`src/rtl/hdmi_timing_gen_pkg.sv`:
```
// Shared 640x480@60 raster constants and the per-axis phase type.
// Holds H/V porch/sync/visible counts, derived totals and phase_e.
package starsoc_params;

  localparam int unsigned H_VISIBLE = 640;
  localparam int unsigned H_FRONT   = 16;
  localparam int unsigned H_SYNC    = 96;
  localparam int unsigned H_BACK    = 48;
  localparam int unsigned V_VISIBLE = 480;
  localparam int unsigned V_FRONT   = 10;
  localparam int unsigned V_SYNC    = 2;
  localparam int unsigned V_BACK    = 33;

  localparam int unsigned H_TOTAL =
    H_VISIBLE + H_FRONT + H_SYNC + H_BACK;
  localparam int unsigned V_TOTAL =
    V_VISIBLE + V_FRONT + V_SYNC + V_BACK;

  localparam bit SYNC_ACTIVE_LOW = 1'b1;

  typedef enum logic [1:0] {
    ACT,
    FP,
    SY,
    BP
  } phase_e;

endpackage

```
`src/rtl/hdmi_timing_gen_axis_counter.sv`:
```
// One raster axis: 10-bit wrapping counter plus ACT/FP/SY/BP phase FSM.
// Ports: clk_i, rst_ni, adv_i in; count_o, phase_nxt_o, wrap_o, next_o out.
module timing_axis_counter
  import starsoc_params::*;
#(
  parameter int unsigned VIS   = 640,
  parameter int unsigned FRONT = 16,
  parameter int unsigned SYNC  = 96,
  parameter int unsigned BACK  = 48
) (
  input  logic       clk_i,
  input  logic       rst_ni,
  input  logic       adv_i,
  output logic [9:0] count_o,
  output phase_e     phase_nxt_o,
  output logic       wrap_o,
  output logic [9:0] next_o
);

  localparam logic [9:0] B_FP = 10'(VIS);
  localparam logic [9:0] B_SY = 10'(VIS + FRONT);
  localparam logic [9:0] B_BP = 10'(VIS + FRONT + SYNC);
  localparam logic [9:0] LAST =
    10'(VIS + FRONT + SYNC + BACK - 1);

  logic [9:0] count_q, count_d;
  phase_e     phase_q, phase_d;

  assign wrap_o = (count_q == LAST);

  always_comb begin
    count_d = count_q;
    if (adv_i) begin
      count_d = wrap_o ? '0 : count_q + 10'd1;
    end
  end

  // Phase changes only on the edge the count lands on a boundary.
  always_comb begin
    phase_d = phase_q;
    unique case (1'b1)
      (count_d == '0): phase_d = ACT;
      (count_d == B_FP): phase_d = FP;
      (count_d == B_SY): phase_d = SY;
      (count_d == B_BP): phase_d = BP;
      default: ;
    endcase
  end

  always_ff @(posedge clk_i or negedge rst_ni) begin
    if (!rst_ni) begin
      count_q <= LAST;
      phase_q <= BP;
    end else begin
      count_q <= count_d;
      phase_q <= phase_d;
    end
  end

  assign count_o     = count_q;
  assign phase_nxt_o = phase_d;
  assign next_o      = count_d;

endmodule

```
`src/rtl/hdmi_timing_gen.sv`:
```
// 640x480@60 raster timing generator: position, syncs, blank, markers.
// Ports: pixel_clk, reset_n, enable in; pixel_x/y, hsync, vsync, video_on,
// line_start, frame_start out; frame_count with HDMI_TIMING_FRAME_CNT_EN.
module hdmi_timing_gen #(
  parameter int unsigned H_VISIBLE = starsoc_params::H_VISIBLE,
  parameter int unsigned H_FRONT   = starsoc_params::H_FRONT,
  parameter int unsigned H_SYNC    = starsoc_params::H_SYNC,
  parameter int unsigned H_BACK    = starsoc_params::H_BACK,
  parameter int unsigned V_VISIBLE = starsoc_params::V_VISIBLE,
  parameter int unsigned V_FRONT   = starsoc_params::V_FRONT,
  parameter int unsigned V_SYNC    = starsoc_params::V_SYNC,
  parameter int unsigned V_BACK    = starsoc_params::V_BACK,
  parameter bit SYNC_ACTIVE_LOW    = starsoc_params::SYNC_ACTIVE_LOW
) (
  input  logic        pixel_clk,
  input  logic        reset_n,
  input  logic        enable,
  output logic [9:0]  pixel_x,
  output logic [9:0]  pixel_y,
  output logic        hsync,
  output logic        vsync,
  output logic        video_on,
  output logic        line_start,
  output logic        frame_start
`ifdef HDMI_TIMING_FRAME_CNT_EN
  ,
  output logic [15:0] frame_count
`endif
);

  import starsoc_params::*;

  localparam logic SYNC_ON  = SYNC_ACTIVE_LOW ? 1'b0 : 1'b1;
  localparam logic SYNC_OFF = ~SYNC_ON;

  logic [9:0] h_nxt, v_nxt;
  logic       h_wrap, v_wrap;
  phase_e     h_ph, v_ph;

  timing_axis_counter #(
    .VIS(H_VISIBLE), .FRONT(H_FRONT),
    .SYNC(H_SYNC), .BACK(H_BACK)
  ) u_h (
    .clk_i(pixel_clk), .rst_ni(reset_n),
    .adv_i(enable),
    .count_o(pixel_x), .phase_nxt_o(h_ph),
    .wrap_o(h_wrap), .next_o(h_nxt)
  );

  timing_axis_counter #(
    .VIS(V_VISIBLE), .FRONT(V_FRONT),
    .SYNC(V_SYNC), .BACK(V_BACK)
  ) u_v (
    .clk_i(pixel_clk), .rst_ni(reset_n),
    .adv_i(enable & h_wrap),
    .count_o(pixel_y), .phase_nxt_o(v_ph),
    .wrap_o(v_wrap), .next_o(v_nxt)
  );

  logic hs_d, vs_d, vo_d, ls_d, fs_d;
  logic hs_q, vs_q, vo_q, ls_q, fs_q;

  // Strobes come from next-state values so they line up with the
  // counter registers; held next values keep levels stable.
  always_comb begin
    hs_d = (h_ph == SY) ? SYNC_ON : SYNC_OFF;
    vs_d = (v_ph == SY) ? SYNC_ON : SYNC_OFF;
    vo_d = (h_nxt < 10'(H_VISIBLE)) &&
           (v_nxt < 10'(V_VISIBLE));
    ls_d = enable & h_wrap;
    fs_d = enable & h_wrap & v_wrap;
  end

  always_ff @(posedge pixel_clk or negedge reset_n) begin
    if (!reset_n) begin
      hs_q <= SYNC_OFF;
      vs_q <= SYNC_OFF;
      vo_q <= 1'b0;
      ls_q <= 1'b0;
      fs_q <= 1'b0;
    end else begin
      hs_q <= hs_d;
      vs_q <= vs_d;
      vo_q <= vo_d;
      ls_q <= ls_d;
      fs_q <= fs_d;
    end
  end

  assign hsync       = hs_q;
  assign vsync       = vs_q;
  assign video_on    = vo_q;
  assign line_start  = ls_q;
  assign frame_start = fs_q;

`ifdef HDMI_TIMING_FRAME_CNT_EN
  logic [15:0] fcnt_q, fcnt_d;
  logic        seen_q, seen_d;

  // First frame after reset reads 0; later frames count up.
  always_comb begin
    fcnt_d = fcnt_q;
    seen_d = seen_q;
    if (fs_d) begin
      seen_d = 1'b1;
      if (seen_q) begin
        fcnt_d = fcnt_q + 16'd1;
      end
    end
  end

  always_ff @(posedge pixel_clk or negedge reset_n) begin
    if (!reset_n) begin
      fcnt_q <= '0;
      seen_q <= 1'b0;
    end else begin
      fcnt_q <= fcnt_d;
      seen_q <= seen_d;
    end
  end

  assign frame_count = fcnt_q;
`endif

endmodule

```
`config.mk`:
```
export PLATFORM = sky130hd
export DESIGN_NAME = hdmi_timing_gen
export DESIGN_NICKNAME = d
export VERILOG_FILES = /design/src/rtl/hdmi_timing_gen_pkg.sv /design/src/rtl/hdmi_timing_gen_axis_counter.sv /design/src/rtl/hdmi_timing_gen.sv
export SDC_FILE = /design/constraint.sdc
export NUM_CORES = 1
export LEC_CHECK = 0
export CAP_MARGIN = 20
export CORE_UTILIZATION = 55
export CTS_CLUSTER_SIZE = 8
export DETAILED_ROUTE_END_ITERATION = 8
export PLACE_DENSITY = 0.79
export SLEW_MARGIN = 20
export SYNTH_ARGS = -nofsm -noshare
export SYNTH_HDL_FRONTEND = slang
export SYNTH_HIERARCHICAL = 1
export SYNTH_SLANG_ARGS = --single-unit
```
`constraint.sdc`:
```
create_clock -name pixel_clk -period 7.9 [get_ports pixel_clk]
set_clock_uncertainty 0.05 [all_clocks]
set_input_delay 0.79 -clock pixel_clk [delete_from_list [all_inputs] [get_ports pixel_clk]]
set_output_delay 0.79 -clock pixel_clk [all_outputs]
set_load 0.02 [all_outputs]
```
Word-level counts from Yosys, hierarchy flattened
Cells that the tools add are included.
- register bits: 29
- input port bits: 3
- output and inout port bits: 25
- $add $sub $neg: 2
- magnitude comparators: 2
- eq/ne operators: 10
- muxes and demuxes: 8
- bitwise operators: 2
- reduce and logical (&&, ||, !) cells: 3
- operators with widths (kind ; number):
    equality test 10 bit (second input constant) ; 5
    two-way mux 10 bit ; 4
    equality test 10 x 9 -> 1 bit (second input constant) ; 3
    adder 10 x 1 -> 10 bit (second input constant) ; 2
    logical NOT 10 bit ; 2
    one-hot mux 2 bit (4 select lines) ; 2
    < comparator 10 bit (second input constant) ; 1
    < comparator 10 x 9 -> 1 bit (second input constant) ; 1
    equality test 2 bit (second input constant) ; 2
    bitwise AND 1 bit ; 2
    two-way mux 1 bit ; 2
    logical AND 1 bit ; 1

Longest topological paths before layout
- depth in word-level cells: 7
- mapped depth: 14
- mapped depth without buffers: 11

By module
Netlist, hierarchy kept.
- by module, submodules not included (module ; instances ; cells an instance ; area each (µm²)):
    timing_axis_counter at u_v ; 1 ; 130 ; 1124.8
    timing_axis_counter at u_h ; 1 ; 92 ; 932.1
    hdmi_timing_gen ; 1 ; 12 ; 172.7

Least setup slack after synthesis
No wires, ideal clock.
- path kind: flip-flop to flip-flop
- start point: reg u_h.count_q[5], in the netlist u_h/count_o[5]
- end point: reg vs_q, in the netlist vsync
- data arrival time: 2.722 ns
- slack: 5.045 ns
- stages on the path, launching flop included: 15
- buffers on the path: 3
- period minus slack after synthesis: 2.855 ns
- path through: dfrtp_1 -> buf_6 -> or2_1 -> buf_6 -> or2_1 -> nor2_1 -> and2_1 -> buf_4 -> nand2_2 -> nor2_1 -> and4b_1 -> o21bai_1 -> o311ai_1 -> nand3_1 -> nand2b_1
- longest elaborated chain between the ends: 7
- elaborated cells between the ends (all ways): 10
- RTL lines (item ; line ; text):
    start, declared ; hdmi_timing_gen_axis_counter.sv:26 ; logic [9:0] count_q, count_d;
    start signal, assigned ; hdmi_timing_gen_axis_counter.sv:55 ; count_q <= count_d;
    equality test 10 bit (*) ; hdmi_timing_gen_axis_counter.sv:29 ; assign wrap_o = (count_q == LAST);
    net h_wrap ; hdmi_timing_gen.sv:37 ; logic h_wrap, v_wrap;
    bitwise AND 1 bit (*) ; n/a ;
    net ls_d ; hdmi_timing_gen.sv:60 ; logic hs_d, vs_d, vo_d, ls_d, fs_d;
    two-way mux 10 bit (*) ; hdmi_timing_gen_axis_counter.sv:33 ; if (adv_i) begin
    equality test 10 x 9 -> 1 bit, or another cell as far along ; hdmi_timing_gen_axis_counter.sv:45 ; (count_d == B_BP): phase_d = BP;
    one-hot mux 2 bit (4 select lines) (*) ; hdmi_timing_gen_axis_counter.sv:41 ; unique case (1'b1)
    net v_ph[0] ; hdmi_timing_gen.sv:38 ; phase_e h_ph, v_ph;
    equality test 2 bit (*) ; hdmi_timing_gen.sv:67 ; vs_d = (v_ph == SY) ? SYNC_ON : SYNC_OFF;
    two-way mux 1 bit (*) ; hdmi_timing_gen.sv:67 ;
    net vs_d ; hdmi_timing_gen.sv:60 ;
    end signal, assigned ; hdmi_timing_gen.sv:83 ; vs_q <= vs_d;
    end, declared ; hdmi_timing_gen.sv:61 ; logic hs_q, vs_q, vo_q, ls_q, fs_q;
The timed path passes the listed nets; every way through them passes the cells marked *.

Worst setup path after layout
- start point: reg u_h.count_q[6], in the netlist u_h/count_o[6]
- end point: reg vs_q, in the netlist vsync
Same word-level chain as after synthesis.

==> run summary <==
Worst Setup EP -> vsync$_DFF_PN1_
DR WL/cell -> 15.87 microns
worst path arrival time -> 3720 ps
row cnt -> 22
number of synthesized flops with an enable pin -> 0
drt total wl -> 4794 microns
reg2reg end -> vsync$_DFF_PN1_
Syn-to-layout area delta -> 14.98%
worst-case reg-to-reg path depth -> 11
Hold WC Path Type -> register to register
Vias -> 1859
crit path kind -> register to register
register area share after synthesis -> 33.45%
Cells after Synth -> 234
routed vias/inst -> 6.156
synth unique cells -> 67
clock latency on the worst-skew pair -> 280 ps
Crit Reg-Reg Startpoint -> u_h/count_o[6]$_DFF_PN0_
Mean Syn Cell Area -> 9.528 sq um
Num CTS Buffers -> 5
IO Port Bufs -> 27
Final Max Slew Viols -> 0
Clk pin slew, worst setup/hold paths -> 60 ps
CTS max path bufs -> 2
synthesized-area fraction occupied by adder cells -> 1.684%
hold buffers post-CTS -> 0
Final ANT Viol Nets -> 0
Non-Filler Instances -> 302
GRT Util Overall -> 24.69%
Die Area -> 0.004313 sq mm
core area -> 0.003771 sq mm
post-route clock period utilization -> 45.24%
crit end category -> register
most frequent cells in the layout -> 27 x clkdlybuf4s50_1, 19 x nand2_1, 16 x dfstp_2
Crit Path Max Fanout -> 24
Final Core Density -> 67.98%
Post-Synth XOR/XNOR Area -> 6.734%
first-pass GRT wire length -> 7948 microns
Nets -> 259
Pre-Repair DR Iteration Count -> 4
Post-CTS Setup Inserts -> 0
pin count of the biggest net entering global routing -> 30
RSZ-0062 raised after global routing -> no
Fin. Hold Viols -> 0
max-capacitance violation count -> 0
Synth Cell Area -> 0.002230 sq mm
Placed Cells incl. Taps -> 294
Worst Tran Pin Value -> 753.5 ps
most common cell after layout, fill and taps aside -> clkdlybuf4s50_1
TNS Setup -> 0 ps
# DRC -> 0
DPL Wire Length -> 3254 microns
status -> complete, no violations
CP startpoint -> u_h/count_o[6]$_DFF_PN0_
R2R Setup Slk -> 4330 ps
Period minus WS final -> 3574 ps
PostCTS Resize Cnt -> 0
final setup vio count -> 0
initial antenna violation count -> 0
die span in y -> 65.67 microns
grt ovf -> 0
ant diodes -> 0
Leakage -> 1.118 nW
Max IR drop VDD -> 0.2057 mV
CTS root buffer -> clkbuf_8
PD cells -> 216.2 mW/mm^2
CP required -> 8050 ps
DRT iter0 DRCs -> 167
Fmax -> 0.2798 GHz
YS warnings -> 6
Slew HR -> 49.77%
H-tree levels -> 2
Mapped Nets -> 240
startpoint types -> register
CTS tree -> built
Synth Area in Compound Gates -> 15.38%
total power -> 0.5542 mW
share of cells above drive strength 1 -> 20.87%
FF+latch count, synth -> 29
largest family of logic cells by synthesized area -> simple AND/OR/NAND/NOR gates
top_reg_cell synth -> dfstp_2
vias in the first global route -> 1615
Routability Congestion -> 0.9039
post-synthesis simple-gate area fraction -> 32.94%
Initial Utilization -> 59.12%
Sink Count -> 29
mux contribution to synthesized area -> 2.694%
Ports -> 28
Die W -> 65.67 microns
fraction of registers with async set/reset -> 100.0%
## report_power, final
part | switching [mW] | internal [mW]
combinational | 0.0949 | 0.0765
sequential | 0.0464 | 0.178
clock | 0.0557 | 0.103
## layer usage
layer / wire [microns] / GRT usage [%] / share of wire, % / vias to the layer above
li1: - / - / - / 901
met1: 2299 / 35.93 / 48 / 893
met2: 2207 / 35.84 / 46 / 57
met3: 212 / 5.382 / 4.4 / 8
met4: 74 / 8.152 / 1.5 / 0
met5: 0 / 0 / 0 / -
## final cells by class
class	count	area, sq um
fill	312	1207
clock buffer	7	86.33
clock inverter	1	30.03
multi-input combinational	180	1325
sequential	29	745.7
timing repair buffer	28	277.8
tap	48	60.06
inverter	9	38.79
## stage by stage
step	cell area [sq um]	hold slack, ps	worst slack, ps
after floorplan	2230	422.8	5045
after global placement	2447	440.8	4283
after detailed placement	2447	438.8	4170
after CTS	2564	453.9	4357
after global routing	2564	468.5	4083
final	2564	462.5	4326
## worst min-delay path by stage
stage                                  start                       end  slack [ps]  cells past startpoint
floorplan           u_h/phase_q[1]$_DFF_PN1_  u_h/phase_q[1]$_DFF_PN1_         420                      1
global placement    u_h/phase_q[1]$_DFF_PN1_  u_h/phase_q[1]$_DFF_PN1_         440                      1
detailed placement  u_h/phase_q[1]$_DFF_PN1_  u_h/phase_q[1]$_DFF_PN1_         440                      1
CTS                 u_h/phase_q[1]$_DFF_PN1_  u_h/phase_q[1]$_DFF_PN1_         450                      1
global route        u_h/phase_q[1]$_DFF_PN1_  u_h/phase_q[1]$_DFF_PN1_         470                      1
finish              u_h/phase_q[1]$_DFF_PN1_  u_h/phase_q[1]$_DFF_PN1_         460                      1
## flip-flops by register name (all words and copies together), names as in the netlist
register / count
video_on: 1
frame_start: 1
u_h/count_o: 10
hsync: 1
vsync: 1
u_v/phase_q: 2
u_v/count_o: 10
line_start: 1
u_h/phase_q: 2
## Yosys cell counts (3+ instances only)
library cell	number	area [sq um]
a211oi_1	3	22.52
a21oi_1	11	55.05
a31oi_1	3	18.77
and2_1	3	18.77
and3_1	5	31.28
and4b_1	3	30.03
buf_2	6	30.03
buf_4	6	45.04
buf_6	4	45.04
dfrtp_1	13	325.3
dfstp_2	16	420.4
ha_1	3	37.54
inv_1	8	30.03
mux2i_1	6	60.06
nand2_1	19	71.32
nand2_2	3	18.77
nand2b_1	4	25.02
nand3_1	10	50.05
nand3_2	4	40.04
nand4_1	4	25.02
nand4_2	4	50.05
nor2_1	14	52.55
nor3_1	7	35.03
o21ai_0	6	30.03
o21bai_1	4	30.03
xnor2_1	9	78.83
xor2_1	5	43.79
## kinds of logic after synthesis
logic type,Yosys count
AOI/OAI and AO/OA,48
xor gates and xnor gates,15
adders and majority gates,3
buffers and inverters,25
DFF,29
muxes,6
and+or+nand+nor,108
## worst max-delay path, cell delays in order, from the launching register on
cell and delay (ps):
dfrtp_1 520, or2_1 390, or2_1 300, nor2_1 140, and2_1 640, nand4_2 290, nor2_1 300, and4b_1 230
o2bb2ai_1 110, o311ai_1 240, nand3_1 130, nand2b_1 160
Power figures use the tool's default switching activity.
